**src/rtl/alu_shift_addr_datapath_pkg.sv**
```systemverilog
// Shared encodings for the execute-stage datapath: shifter modes, logic-unit
// selects and the address incrementer step.
package alu_shift_addr_datapath_pkg;

    typedef enum logic [2:0] {
        SH_LSL = 3'd0,
        SH_LSR = 3'd1,
        SH_ASR = 3'd2,
        SH_ROR = 3'd3,
        SH_RRX = 3'd4
    } shift_mode_e;

    typedef enum logic [2:0] {
        LG_AND    = 3'd0,
        LG_ORR    = 3'd1,
        LG_EOR    = 3'd2,
        LG_PASS_B = 3'd3,
        LG_PASS_A = 3'd4
    } logic_op_e;

    localparam logic [31:0] INC_STEP_DEFAULT = 32'd4;

endpackage

```
**src/rtl/alu_shift_addr_datapath_alu_barrel_shift.sv**
```systemverilog
// Combinational 32-bit barrel shifter producing shifted data and the shifter
// carry-out (last bit shifted out, or the incoming carry when nothing moves).
module alu_barrel_shift
    import alu_shift_addr_datapath_pkg::*;
(
    input  logic [31:0] data_i,
    input  logic [2:0]  mode_i,
    input  logic [4:0]  count_i,
    input  logic        carry_i,
    output logic [31:0] shift_o,
    output logic        carry_o
);

    always_comb begin
        shift_o = data_i;
        carry_o = carry_i;
        case (mode_i)
            SH_LSL: if (count_i != 5'd0) begin
                shift_o = data_i << count_i;
                // bit (32 - count) is the last one pushed out the top
                carry_o = data_i[5'd0 - count_i];
            end
            SH_LSR: if (count_i != 5'd0) begin
                shift_o = data_i >> count_i;
                carry_o = data_i[count_i - 5'd1];
            end
            SH_ASR: if (count_i != 5'd0) begin
                shift_o = $signed(data_i) >>> count_i;
                carry_o = data_i[count_i - 5'd1];
            end
            SH_ROR: if (count_i != 5'd0) begin
                shift_o = (data_i >> count_i) | (data_i << (5'd0 - count_i));
                carry_o = data_i[count_i - 5'd1];
            end
            SH_RRX: begin
                shift_o = {carry_i, data_i[31:1]};
                carry_o = data_i[0];
            end
            default: ;
        endcase
    end

endmodule

```
**src/rtl/alu_shift_addr_datapath.sv**
```systemverilog
// Execute-stage slice: barrel shifter on operand B, registered ALU with NZCV
// flags, and an address register with incrementer driving the address bus.
module alu_shift_addr_datapath
    import alu_shift_addr_datapath_pkg::*;
#(
    parameter int              WIDTH    = 32,
    parameter logic [WIDTH-1:0] INC_STEP = INC_STEP_DEFAULT
) (
    input  logic             clk,
    input  logic             rst,
    input  logic [WIDTH-1:0] bus_a,
    input  logic [WIDTH-1:0] bus_b,
    input  logic [2:0]       shifter_mode,
    input  logic [4:0]       shifter_count,
    input  logic             carry_in,
    input  logic             alu_active,
    input  logic             alu_invert_a,
    input  logic             alu_invert_b,
    input  logic             alu_is_logic,
    input  logic [2:0]       alu_logic_idx,
    input  logic             alu_cin,
    input  logic             ale,
    input  logic             ar_inc,
    input  logic             abe,
    output logic [WIDTH-1:0] shifter_output,
    output logic [WIDTH-1:0] alu_result,
    output logic             alu_n,
    output logic             alu_z,
    output logic             alu_c,
    output logic             alu_v,
    output logic [WIDTH-1:0] incrementerbus,
    output logic [WIDTH-1:0] ar
);

    logic             shift_carry;
    logic [WIDTH-1:0] a_op, b_op, res_d, res_q, ar_q;
    logic [WIDTH:0]   sum;
    logic             n_d, z_d, c_d, v_d;
    logic             n_q, z_q, c_q, v_q;

    alu_barrel_shift u_shift (
        .data_i  (bus_b),
        .mode_i  (shifter_mode),
        .count_i (shifter_count),
        .carry_i (carry_in),
        .shift_o (shifter_output),
        .carry_o (shift_carry)
    );

    assign a_op = alu_invert_a ? ~bus_a : bus_a;
    assign b_op = alu_invert_b ? ~shifter_output : shifter_output;
    assign sum  = {1'b0, a_op} + {1'b0, b_op} + {{WIDTH{1'b0}}, alu_cin};

    always_comb begin
        res_d = sum[WIDTH-1:0];
        c_d   = sum[WIDTH];
        v_d   = (a_op[WIDTH-1] == b_op[WIDTH-1]) && (sum[WIDTH-1] != a_op[WIDTH-1]);
        if (alu_is_logic) begin
            // logic ops take carry from the shifter and leave V untouched
            c_d = shift_carry;
            v_d = v_q;
            case (alu_logic_idx)
                LG_AND:    res_d = a_op & b_op;
                LG_ORR:    res_d = a_op | b_op;
                LG_EOR:    res_d = a_op ^ b_op;
                LG_PASS_B: res_d = b_op;
                LG_PASS_A: res_d = a_op;
                default:   res_d = '0;
            endcase
        end
        n_d = res_d[WIDTH-1];
        z_d = (res_d == '0);
    end

    always_ff @(posedge clk) begin
        if (rst) begin
            res_q <= '0;
            n_q   <= 1'b0;
            z_q   <= 1'b0;
            c_q   <= 1'b0;
            v_q   <= 1'b0;
        end else if (alu_active) begin
            res_q <= res_d;
            n_q   <= n_d;
            z_q   <= z_d;
            c_q   <= c_d;
            v_q   <= v_d;
        end
    end

    // ale captures the result already on alu_result, not the one being computed
    always_ff @(posedge clk) begin
        if (rst)         ar_q <= '0;
        else if (ale)    ar_q <= res_q;
        else if (ar_inc) ar_q <= incrementerbus;
    end

    assign incrementerbus = ar_q + INC_STEP;
    assign ar             = abe ? ar_q : '0;
    assign alu_result     = res_q;
    assign alu_n          = n_q;
    assign alu_z          = z_q;
    assign alu_c          = c_q;
    assign alu_v          = v_q;

endmodule

```
**config.mk**
```make
export PLATFORM = sky130hd
export DESIGN_NAME = alu_shift_addr_datapath
export DESIGN_NICKNAME = d
export VERILOG_FILES = /design/src/rtl/alu_shift_addr_datapath_pkg.sv /design/src/rtl/alu_shift_addr_datapath_alu_barrel_shift.sv /design/src/rtl/alu_shift_addr_datapath.sv
export SDC_FILE = /design/constraint.sdc
export NUM_CORES = 1
export LEC_CHECK = 0
export CAP_MARGIN = 20
export CORE_MARGIN = 2
export CORE_UTILIZATION = 40
export DETAILED_ROUTE_END_ITERATION = 10
export PLACE_DENSITY = 0.67
export SETUP_SLACK_MARGIN = 0.15
export SYNTH_ARGS = -nofsm -noshare
export SYNTH_HDL_FRONTEND = slang
export SYNTH_SLANG_ARGS = --single-unit
```
**constraint.sdc**
```tcl
create_clock -name clk -period 8.1 [get_ports clk]
set_input_delay 1.62 -clock clk [delete_from_list [all_inputs] [get_ports clk]]
set_output_delay 1.62 -clock clk [all_outputs]
set_load 0.01 [all_outputs]
```
==> results list <==
- RSZ-0062 raised after global routing: no
* Share of cell area taken by muxes after synthesis: 23.60%
* Placement row count: 73
- Nets: 2606
- Final hold violation count: 0
- The synthesized design contains 67 register bits.
* Count of boundary I/O pins: 218
* Final setup skew: 0.007220 ns
* Area of all sequential standard cells: 1341 µm²
- Endpoint required time on the critical path: 8.37 ns
- DRC: 0
* Fraction of layout cells with a size suffix above 1: 20.28%
* Number of global-route vias before repair: 19050
- The synthesized netlist devotes 19.93% of its cell area to simple gates.
- Category of the worst setup path capture point: flop
- Ratio of routed vias to standard cells: 6.720
* Power density over the cells: 136.3 nW/µm²
* Gate count after technology mapping: 2144
- The biggest area contributor in the post-synthesis netlist is sky130_fd_sc_hd__mux4_2.
* Wire per inst: 30.61 µm
- Root buf cell: sky130_fd_sc_hd__clkbuf_16
* Post-synth design cell area: 16120 µm²
- Max Slew Vio Count: 0
- Top library cells by usage in the layout, fill and taps aside: sky130_fd_sc_hd__buf_4 (294), sky130_fd_sc_hd__nor2_1 (220), sky130_fd_sc_hd__clkdlybuf4s50_1 (207)
* Overall die width: 204.7 µm
* Share of the synthesized area in the top cell type: 12.43%
- For this run, asynchronously set or reset flops after synthesis account for 0%.
- Crit start category: input pin
- The first global-routing pass estimated 130800 µm of wire.
- Overall overflow remaining after global route: 0
- Global-route usage over all layers: 42.41%
* Highest net fanout along the worst path: 29
- Number of design-rule violations left by the first detailed-router iteration: 2996
- Clock tree sinks: 67
- Maximum Capacitance Violations: 0
- Syn avg cell area: 7.518 µm²
- The run finished with clean final reports.
- Number of H-tree levels: 3
* Count of final setup violators: 0
- The total area inside the core boundary comes to 39730 µm².
- Detail Placement HPWL: 70660 µm
- Port buffering added 217 buffers.
- At the pin with the least slew margin, the transition time is 1.056 ns.
- Worst max-slew margin expressed relative to the limit: 29.41%
* Yosys warning count: 0
- The synthesized netlist devotes 26.66% of its cell area to compound gates.
- The number of antenna violations at the first check in global routing is 1.
- In this run the deepest clock path goes through 2 buffers.
- The later pin in the worst-skew pair is clocked with a latency of 0.33 ns.
- TritonCTS built the clock tree.
- Measured along the y axis, the die boundary spans 204.7 µm.
- By area, the combinational part of the netlist is dominated by compound AO/OA/AOI/OAI gates.
- Total Routed Length: 91320 µm
- Post-synthesis xor/xnor area fraction: 7.817%
* Hold bufs inserted after CTS: 0
- The synthesized design contains 0 enable-type register cells.
- Sorting the synthesized cells by area gives the leading types as sky130_fd_sc_hd__mux4_2 (12%), sky130_fd_sc_hd__dfxtp_1 (8.3%), sky130_fd_sc_hd__mux2i_1 (7.9%).
* PnR Total Power: 2.818 mW
- Top metal layer carrying routed signals: met5
* Number of CTS-inserted buffers: 9
- Across the VDD grid, the largest voltage drop is 125.0 µV.
- Based on the critical path, the design can be clocked at up to 126.7 MHz.
- For this run, the register share of the synthesized area comes to 8.321%.
- Final weighted congestion of routability-driven global placement: 1.190
* Final critical delay including setup and external delays: 7.891 ns
- The count of nets left with antenna violations once routing finished came out at 0.
- The critical path is of the in2reg type.
* Vias after detailed routing: 20050
* Largest net degree at the start of global routing: 65
- Period utilisation layout: 97.42%
* Starting Density: 40.57%
- The worst hold path belongs to the class reg2reg.
- The synthesized netlist contains 95 unique library cells.
- Among all flip-flop cells after synthesis, the most frequent one is sky130_fd_sc_hd__dfxtp_1.
- The first TritonRoute pass finished after 6 iterations.
- Fillcell total: 3914
- Most common library cell in the layout ignoring fill and taps: sky130_fd_sc_hd__buf_4
* Adder-cell share of the synthesized area: 5.449%
* Setup total negative slack: 0 ns
- From synthesis to final layout, the design area changed by 28.21%.
- Detailed routing placed a total of 9459 µm of wire on met3.
* Data arrival time of the worst path: 8.16 ns
* Met1 WL: 33580 µm
* Met2 Wirelength: 41160 µm
- The number of nets in the synthesized netlist is 2299.
- The floorplan step defined a die boundary enclosing 41920 µm².
* Leakage power figure: 8.511 nW
* Register clock-pin slew on the reported worst setup and hold paths: 0.06 ns
- In the final layout, the multi-input gates occupy 13520 µm².
[area by class of cell]
type | count | area share (%)
Clock buffer | 11 | 1.223
Clock inverter | 5 | 0.2967
Sequential cell | 67 | 6.490
Timing Repair Buffer | 517 | 21.61
Tap cell | 525 | 3.179
Inverter | 96 | 1.744
Multi-Input combinational cell | 1760 | 65.44
Antenna cell | 2 | 0.02422
[per-layer routing]
metal,track usage (%),vias to the layer above
li1,-,8624
met1,52.59,9604
met2,68.13,1467
met3,6.777,349
met4,27.56,2
met5,0,-
[report_power, final]
part | switching, mW | total [mW] | internal (mW)
Sequential | 0.0386 | 0.398 | 0.360
Clock | 0.153 | 0.409 | 0.256
Combinational | 1.13 | 2.01 | 0.877
[path summary, 6_finish.rpt]
path	endpoint	depth (start not counted)	slack [ns]	startpoint
setup reg to reg	ar_q[31]	11	4.94	ar_q[14]
hold / removal	alu_v	2	0.47	alu_v
hold reg to reg	alu_v	2	0.47	alu_v
setup / recovery	alu_z	24	0.21	shifter_count[2]
[through the flow]
step	hold WS (ns)	worst slack, ns	cells	util, %	area, µm²
6_report	0.4684	0.2093	2983	52.01	20670
5_1_grt	0.4806	0.1510	2981	52.00	20660
4_1_cts	0.4706	0.2940	2980	51.87	20610
3_5_place_dp	0.4608	-0.01743	2964	51.08	20290
3_3_place_gp	0.4419	-0.1202	2964	51.08	20290
2_1_floorplan	0.4705	0.2515	2144	-	16130
[logic make-up (layout without fill, tap and decap cells)]
kind of cell	Yosys count	after routing
AND/OR/NAND/NOR	667	667
adder cells (fa/ha/maj)	69	69
flip-flops	67	67
other	0	2
multiplexers	260	260
buffers and inverters	317	629
AO/OA/AOI/OAI	621	621
XOR/XNOR	143	143
[timing repair]
| action | 4_1_cts | 5_1_grt |
|---|---|---|
| buffers inserted | 0 | 0 |
| resized for setup | 0 | 8 |
| endpoints found under the setup margin | 0 | 4 |
[worst max-delay path, stage by stage]
cell	delay, ns
sky130_fd_sc_hd__buf_4	0.23
sky130_fd_sc_hd__buf_4	0.40
sky130_fd_sc_hd__mux4_1	0.45
sky130_fd_sc_hd__mux2_2	0.44
sky130_fd_sc_hd__mux2i_1	0.37
sky130_fd_sc_hd__a21o_1	0.24
sky130_fd_sc_hd__a41oi_2	0.20
sky130_fd_sc_hd__buf_4	0.22
sky130_fd_sc_hd__xor2_1	0.17
sky130_fd_sc_hd__fa_1	0.42
sky130_fd_sc_hd__fa_1	0.41
sky130_fd_sc_hd__a211oi_1	0.32
sky130_fd_sc_hd__buf_4	0.17
sky130_fd_sc_hd__o21bai_1	0.10
sky130_fd_sc_hd__a2111oi_0	0.46
sky130_fd_sc_hd__or3_1	0.21
sky130_fd_sc_hd__xnor2_1	0.11
sky130_fd_sc_hd__a2111o_1	0.46
sky130_fd_sc_hd__nor2_1	0.20
sky130_fd_sc_hd__o2111ai_1	0.18
sky130_fd_sc_hd__nor4_2	0.33
sky130_fd_sc_hd__buf_4	0.17
sky130_fd_sc_hd__nand4_1	0.13
sky130_fd_sc_hd__o21ai_1	0.15
[flip-flops by register name, summed over array words and instances (netlist names)]
register    count
alu_c           1
alu_v           1
alu_z           1
alu_result     32
ar_q           32
[synth_stat cells, types with 10 or more instances]
cell                       number
sky130_fd_sc_hd__buf_1         28
sky130_fd_sc_hd__dfxtp_1       67
sky130_fd_sc_hd__o22ai_1       51
sky130_fd_sc_hd__nor3b_1       10
sky130_fd_sc_hd__buf_2         26
sky130_fd_sc_hd__a22oi_1       27
sky130_fd_sc_hd__xnor2_1       57
sky130_fd_sc_hd__nor2b_1       23
sky130_fd_sc_hd__xor2_1        85
sky130_fd_sc_hd__or2_2         13
sky130_fd_sc_hd__a31oi_1       25
sky130_fd_sc_hd__nor3_1        52
sky130_fd_sc_hd__a211oi_1      61
sky130_fd_sc_hd__mux2i_1      127
sky130_fd_sc_hd__o32ai_1       10
sky130_fd_sc_hd__o221ai_1      12
sky130_fd_sc_hd__nand3_1       45
sky130_fd_sc_hd__mux2_2        40
sky130_fd_sc_hd__a21oi_1      132
sky130_fd_sc_hd__nand4_1       20
sky130_fd_sc_hd__buf_6         10
sky130_fd_sc_hd__mux4_2        89
sky130_fd_sc_hd__ha_1          67
sky130_fd_sc_hd__and2_1        47
sky130_fd_sc_hd__a221oi_1      13
sky130_fd_sc_hd__o21a_1        14
sky130_fd_sc_hd__inv_1         89
sky130_fd_sc_hd__a21o_1        23
sky130_fd_sc_hd__or3_1         16
sky130_fd_sc_hd__nor2_1       220
sky130_fd_sc_hd__nand2_1      148
sky130_fd_sc_hd__clkbuf_1     150
sky130_fd_sc_hd__o211ai_1      27
sky130_fd_sc_hd__o21ai_0       85
sky130_fd_sc_hd__nand2b_1      15
sky130_fd_sc_hd__and3_1        26
Note: power is estimated with default switching activity, not from simulation.
